==> config.mk <==
export PLATFORM = sky130hd
export DESIGN_NAME = id_ex_pipe
export DESIGN_NICKNAME = d
export VERILOG_FILES = /design/src/rtl/id_ex_pipe.sv
export SDC_FILE = /design/constraint.sdc
export NUM_CORES = 1
export LEC_CHECK = 0
export BUFFER_PORTS_ARGS = -buffer_cell sky130_fd_sc_hd__buf_2
export CORE_AREA = 2 2 112 114
export DETAILED_ROUTE_END_ITERATION = 8
export DIE_AREA = 0 0 114 116
export HOLD_SLACK_MARGIN = 0.1
export PLACE_DENSITY = 0.75
export REMOVE_ABC_BUFFERS = 1
export SYNTH_ARGS = -nofsm -noshare
export SYNTH_HDL_FRONTEND = slang
export SYNTH_SLANG_ARGS = --single-unit
==> constraint.sdc <==
create_clock -name clk -period 2.81 [get_ports clk]
set_input_delay 0.4215 -clock clk [delete_from_list [all_inputs] [get_ports clk]]
set_output_delay 0.4215 -clock clk [all_outputs]
set_load 0.05 [all_outputs]
==> src/rtl/id_ex_pipe.sv <==
// Decode stage and ID/EX pipeline register: decodes the IF/ID word, detects load-use hazards, honours EX flushes.
// Optional macro ID_EX_STALL_CNT_EN adds a saturating stall_cnt output.
module id_ex_pipe #(
    parameter int unsigned DW   = 32,
    parameter int unsigned NREG = 16
) (
    input  logic          clk,
    input  logic          rst_n,
    input  logic          id_valid,
    input  logic [31:0]   id_instr,
    input  logic [DW-1:0] id_pc,
    input  logic          flush,
    output logic [4:0]    rs,
    output logic [4:0]    rt,
    output logic          enable_ab,
    input  logic [DW-1:0] A,
    input  logic [DW-1:0] B,
    output logic          stall,
    output logic          ex_valid,
    output logic [DW-1:0] ex_a,
    output logic [DW-1:0] ex_b,
    output logic [DW-1:0] ex_imm,
    output logic [4:0]    ex_rd,
    output logic [2:0]    ex_alu_op,
    output logic          ex_alu_src_imm,
    output logic          ex_reg_write,
    output logic          ex_mem_read,
    output logic          ex_mem_write,
    output logic          ex_branch,
    output logic [DW-1:0] ex_pc,
    output logic          illegal
`ifdef ID_EX_STALL_CNT_EN
    ,
    output logic [31:0]   stall_cnt
`endif
);

    localparam logic [5:0] OP_RTYPE = 6'b000000;
    localparam logic [5:0] OP_LW    = 6'b100011;
    localparam logic [5:0] OP_SW    = 6'b101011;
    localparam logic [5:0] OP_ADDI  = 6'b001000;
    localparam logic [5:0] OP_BEQ   = 6'b000100;

    localparam logic [5:0] FN_ADD = 6'b100000;
    localparam logic [5:0] FN_SUB = 6'b100010;
    localparam logic [5:0] FN_AND = 6'b100100;
    localparam logic [5:0] FN_OR  = 6'b100101;
    localparam logic [5:0] FN_SLT = 6'b101010;

    localparam logic [2:0] ALU_ADD = 3'd0;
    localparam logic [2:0] ALU_SUB = 3'd1;
    localparam logic [2:0] ALU_AND = 3'd2;
    localparam logic [2:0] ALU_OR  = 3'd3;
    localparam logic [2:0] ALU_SLT = 3'd4;

    localparam logic [5:0] NREG_L = 6'(NREG);

    logic [5:0] opcode;
    logic [5:0] funct;
    logic [4:0] rd_field;
    logic       d_legal;
    logic       d_ok;
    logic [2:0] d_op;
    logic       d_src;
    logic       d_rw;
    logic       d_mr;
    logic       d_mw;
    logic       d_br;
    logic [4:0] d_rd;
    logic       use_rs;
    logic       use_rt;
    logic       idx_ok;
    logic       hz;
    logic       capture;
    logic       load;
    logic       unused_shamt;

    assign opcode       = id_instr[31:26];
    assign funct        = id_instr[5:0];
    assign rd_field     = id_instr[15:11];
    assign rs           = id_instr[25:21];
    assign rt           = id_instr[20:16];
    assign unused_shamt = ^id_instr[10:6];

    always_comb begin
        d_legal = 1'b1;
        d_op    = ALU_ADD;
        d_src   = 1'b0;
        d_rw    = 1'b0;
        d_mr    = 1'b0;
        d_mw    = 1'b0;
        d_br    = 1'b0;
        d_rd    = '0;
        use_rs  = 1'b0;
        use_rt  = 1'b0;
        case (opcode)
            OP_RTYPE: begin
                d_rd   = rd_field;
                d_rw   = 1'b1;
                use_rs = 1'b1;
                use_rt = 1'b1;
                case (funct)
                    FN_ADD:  d_op = ALU_ADD;
                    FN_SUB:  d_op = ALU_SUB;
                    FN_AND:  d_op = ALU_AND;
                    FN_OR:   d_op = ALU_OR;
                    FN_SLT:  d_op = ALU_SLT;
                    default: d_legal = 1'b0;
                endcase
            end
            OP_LW: begin
                d_rd   = rt;
                d_src  = 1'b1;
                d_mr   = 1'b1;
                d_rw   = 1'b1;
                use_rs = 1'b1;
            end
            OP_SW: begin
                d_src  = 1'b1;
                d_mw   = 1'b1;
                use_rs = 1'b1;
                use_rt = 1'b1;
            end
            OP_ADDI: begin
                d_rd   = rt;
                d_src  = 1'b1;
                d_rw   = 1'b1;
                use_rs = 1'b1;
            end
            OP_BEQ: begin
                d_op   = ALU_SUB;
                d_br   = 1'b1;
                use_rs = 1'b1;
                use_rt = 1'b1;
            end
            default: d_legal = 1'b0;
        endcase
        if (d_rd == 5'd0) begin
            d_rw = 1'b0;
        end
    end

    // rs/rt are checked for every format (rt is the destination of LW/ADDI); rd only for R-type.
    assign idx_ok = ({1'b0, rs} < NREG_L) && ({1'b0, rt} < NREG_L) &&
                    ((opcode != OP_RTYPE) || ({1'b0, rd_field} < NREG_L));
    assign d_ok   = d_legal & idx_ok;

    assign hz = ex_valid & ex_mem_read & (ex_rd != 5'd0) & id_valid &
                ((use_rs & (ex_rd == rs)) | (use_rt & (ex_rd == rt)));

    assign stall     = hz & ~flush;
    assign enable_ab = id_valid & ~flush;
    assign capture   = id_valid & ~flush & ~hz;
    assign load      = capture & d_ok;

    always_ff @(posedge clk or negedge rst_n) begin
        if (!rst_n) begin
            ex_valid       <= 1'b0;
            ex_a           <= '0;
            ex_b           <= '0;
            ex_imm         <= '0;
            ex_rd          <= '0;
            ex_alu_op      <= '0;
            ex_alu_src_imm <= 1'b0;
            ex_reg_write   <= 1'b0;
            ex_mem_read    <= 1'b0;
            ex_mem_write   <= 1'b0;
            ex_branch      <= 1'b0;
            ex_pc          <= '0;
            illegal        <= 1'b0;
        end else begin
            ex_a           <= A;
            ex_b           <= B;
            ex_imm         <= {{(DW-16){id_instr[15]}}, id_instr[15:0]};
            ex_pc          <= id_pc;
            ex_valid       <= load;
            ex_rd          <= load ? d_rd  : '0;
            ex_alu_op      <= load ? d_op  : '0;
            ex_alu_src_imm <= load & d_src;
            ex_reg_write   <= load & d_rw;
            ex_mem_read    <= load & d_mr;
            ex_mem_write   <= load & d_mw;
            ex_branch      <= load & d_br;
            if (capture && !d_ok) begin
                illegal <= 1'b1;
            end
        end
    end

`ifdef ID_EX_STALL_CNT_EN
    always_ff @(posedge clk or negedge rst_n) begin
        if (!rst_n) begin
            stall_cnt <= '0;
        end else if (stall && (stall_cnt != '1)) begin
            stall_cnt <= stall_cnt + 32'd1;
        end
    end
`endif

endmodule
==> reports/qor.log <==
INFO  placed_design  dpl.hpwl=8.587mm
INFO  routing        detailedRoute.firstIterationViolations=121
INFO  synthesis      syn_avg_cell_area=16.42um2
INFO  clock_tree     cts_resizes=0
INFO  grt            antenna_violations_before_repair=0
INFO  status         outcome=finished, final reports clean
INFO  finish         area.growth.synth_to_final=53.94%
INFO  setup_path     startpoint_class_of_the_critical_path=register
INFO  synthesis      synth_edf_count=0
INFO  clock_tree     tritoncts.num_buffers=17
INFO  sta            post-route-worst-setup-slack=0.2841ns
INFO  synthesis      synth.top_cell.area_share=79.65%
INFO  floorplan      placeableCoreArea=11,910um2
INFO  setup_path     type_of_element_capturing_the_critical_path=primary output
INFO  clock_tree     clock_tree.buffer_depth=2
INFO  flow_run       drv_cap=0
INFO  placed_design  place_ws=0.4974ns
INFO  finish         layout.cells.non_filler=695
INFO  finish         final.fill_count=1,022
INFO  clock_tree     clock-root-buffer=sky130_fd_sc_hd__clkbuf_16
INFO  grt            grt_start_max_net_pins=64
INFO  synthesis      yosys-top-cells-count=sky130_fd_sc_hd__dfrtp_1 (127), sky130_fd_sc_hd__buf_4 (26), sky130_fd_sc_hd__nor2_1 (12)
INFO  clock_tree     tritoncts_num_sinks=127
INFO  clock_tree     path_clk_slew=0.06ns
INFO  synthesis      yosys_register_bits=127
INFO  power          power_density=762.8nW/um2
INFO  synthesis      netlist.top_cell.by_area=sky130_fd_sc_hd__dfrtp_1
INFO  synthesis      post_synth_main_area_contributors=sky130_fd_sc_hd__dfrtp_1 (80%), sky130_fd_sc_hd__buf_4 (4.9%), sky130_fd_sc_hd__xor2_1 (2.2%)
INFO  sta            drv_slew=0
INFO  grt            overflow=0
INFO  routing        drt-vias-per-instance=4.315
INFO  routing        drc=0
INFO  sta            timing.slew.headroom=60.92%
INFO  floorplan      die-height=116um
INFO  synthesis      yosysSeqAreaShare=79.65%
INFO  synthesis      synthFlopType=sky130_fd_sc_hd__dfrtp_1
INFO  synthesis      synth_cells=243
INFO  finish         antenna_cells=0
INFO  grt            first_pass_grt_wire_length=15.62mm
INFO  grt            first_global_vias=2,876
INFO  floorplan      floorplan.die_area=13,220um2
INFO  placed_design  placed_cell_area=5430um2
INFO  power          p_leak=3.214nW
INFO  routing        wl_per_cell=15.80um
INFO  routing        drt_pass1_iterations=5
INFO  sta            worst_slew_pin_tran=0.5818ns
INFO  clock_tree     cts_post_setup_buffers_inserted=0
INFO  floorplan      floorplan.io_pins=287
INFO  sta            finalWorstPathRequiredPeriod=2.526ns
INFO  setup_path     timing.reg2reg.setup_slack=1.16ns
INFO  min_path       holdCritPathClass=input port to register
INFO  sta            max_freq=395.9MHz
INFO  clock_tree     cts_tree=yes
INFO  clock_tree     clk-insertion-delay-late=0.41ns
INFO  setup_path     arrival=2.10ns
INFO  routing        count_of_vias_placed_by_the_detailed_router=2,999
INFO  finish         num-nets-final=667
INFO  setup_path     crit_path_max_fanout=4
INFO  synthesis      synthesis.yosys.warnings=0
INFO  floorplan      die_w=114um
INFO  clock_tree     clock_tree.htree_level_count=4
INFO  placed_design  port_buffers=286
INFO  synthesis      synth_most_common_cell=sky130_fd_sc_hd__dfrtp_1
INFO  synthesis      ys_types=35
INFO  routing        totalWireLength=10.98mm
INFO  floorplan      floorplan.initialDensity=33.50%
INFO  placed_design  place.gp.congestion=0.9370
INFO  setup_path     critPathKind=register to primary output
INFO  synthesis      syn_std_cell_area=3990um2
INFO  routing        ant_nets=0
INFO  sta            fin_worst_skew=0.006843ns
INFO  finish         proportion_of_layout_cells_with_a_drive_suffix_above_1=59.85%
INFO  setup_path     critical_path_required=2.39ns
INFO  floorplan      placement_rows=40
INFO  sta            period_share=89.89%
INFO  finish         post-route-cell-area=6142um2
INFO  sta            grt_setup_unrepaired=no
INFO  placed_design  place_inst=649
INFO  sta            finalHoldViolCount=0
INFO  sta            setup_violations=0
INFO  power          peakVddDrop=0.3302mV
INFO  synthesis      async_reset_ff_share=100.0%
INFO  grt            track_usage=16.01%
## final timing paths
check	endpoint	cells after the start	startpoint
hold / removal	ex_b[0]	1	B[0]
hold reg to reg	illegal	1	illegal
setup reg to reg	ex_mem_write	6	ex_rd[0]
min in group asynchronous	ex_pc[7]	2	rst_n
setup / recovery	stall	6	ex_rd[0]
max in group asynchronous	ex_alu_src_imm	3	rst_n
## registers in the layout, indices dropped and copies added (netlist names)
signal and count:
ex_alu_src_imm 1, ex_mem_read 1, ex_imm 16, ex_a 32
ex_alu_op 3, ex_rd 5, ex_branch 1, ex_mem_write 1
ex_b 32, ex_pc 32, illegal 1, ex_reg_write 1
ex_valid 1
## kinds of logic after synthesis
group | Yosys count | share of synthesized area [%]
AOI/OAI and AO/OA | 17 | 3.826
xor gates and xnor gates | 10 | 2.195
buffers and inverters | 34 | 5.707
DFF | 127 | 79.65
muxes | 3 | 0.8779
other | 1 | 0.09398
and+or+nand+nor | 51 | 7.651
## layout make-up
cell class                      count  area, um2  area share, %
Timing Repair Buffer              303       1609          26.20
Sequential cell                   127       3178          51.74
Tap cell                          147      183.9          2.994
Multi-Input combinational cell     82      584.3          9.513
Inverter                            4      15.01         0.2444
Clock buffer                       18      439.2          7.150
Clock inverter                     14      132.6          2.159
## report_power, final
part / leakage (nW) / switching (mW) / internal (mW)
registers: 1.51 / 0.0233 / 1.91
clock network: 0.279 / 0.805 / 1.25
logic: 1.43 / 0.524 / 0.168
## layer usage
layer,GRT usage [%],wire length (um),vias up
met5,0,0,-
met4,6.504,167,0
met3,6.381,959,14
met2,26.43,5740,165
met1,18.79,4114,1442
li1,-,-,1378
## worst max-delay path, stage by stage, from the launching register on
cell                       delay [ns]
sky130_fd_sc_hd__dfrtp_1         0.44
sky130_fd_sc_hd__xor2_1          0.18
sky130_fd_sc_hd__nor3_1          0.32
sky130_fd_sc_hd__nand3_1         0.14
sky130_fd_sc_hd__a21boi_1        0.21
sky130_fd_sc_hd__nor2b_1         0.14
sky130_fd_sc_hd__buf_2           0.26
## repair_timing
action,4_1_cts,5_1_grt
endpoints found under the setup margin,0,0
endpoints found under the hold margin,35,10
hold buffers,4,10
## placed cells by master (no fill, tap or decap), types with 3 or more instances in the layout
master	instances
sky130_fd_sc_hd__buf_4	3
sky130_fd_sc_hd__a21oi_1	4
sky130_fd_sc_hd__a22oi_1	4
sky130_fd_sc_hd__clkbuf_16	17
sky130_fd_sc_hd__or4_1	3
sky130_fd_sc_hd__dfrtp_1	127
sky130_fd_sc_hd__clkinv_2	3
sky130_fd_sc_hd__inv_1	4
sky130_fd_sc_hd__inv_6	4
sky130_fd_sc_hd__nor3_1	7
sky130_fd_sc_hd__nand3_1	4
sky130_fd_sc_hd__nor4_1	4
sky130_fd_sc_hd__buf_2	285
sky130_fd_sc_hd__xor2_1	10
sky130_fd_sc_hd__dlygate4sd3_1	14
sky130_fd_sc_hd__nand2b_1	3
sky130_fd_sc_hd__nor2_1	12
sky130_fd_sc_hd__nand4_1	3
sky130_fd_sc_hd__o21ai_0	3
sky130_fd_sc_hd__clkinv_4	3
## through the flow
step	power, mW	setup TNS [ns]	hold WS (ns)	util [%]
finish	4.685	0	0.1221	51.57
global route	4.871	0	0.1001	51.57
CTS	4.731	0	0.1003	50.72
detailed placement	2.648	0	0.3870	45.59
global placement	2.639	0	0.3760	45.59
floorplan	2.351	-50.33	0.1259	-
(Power assumes the default switching activity.)
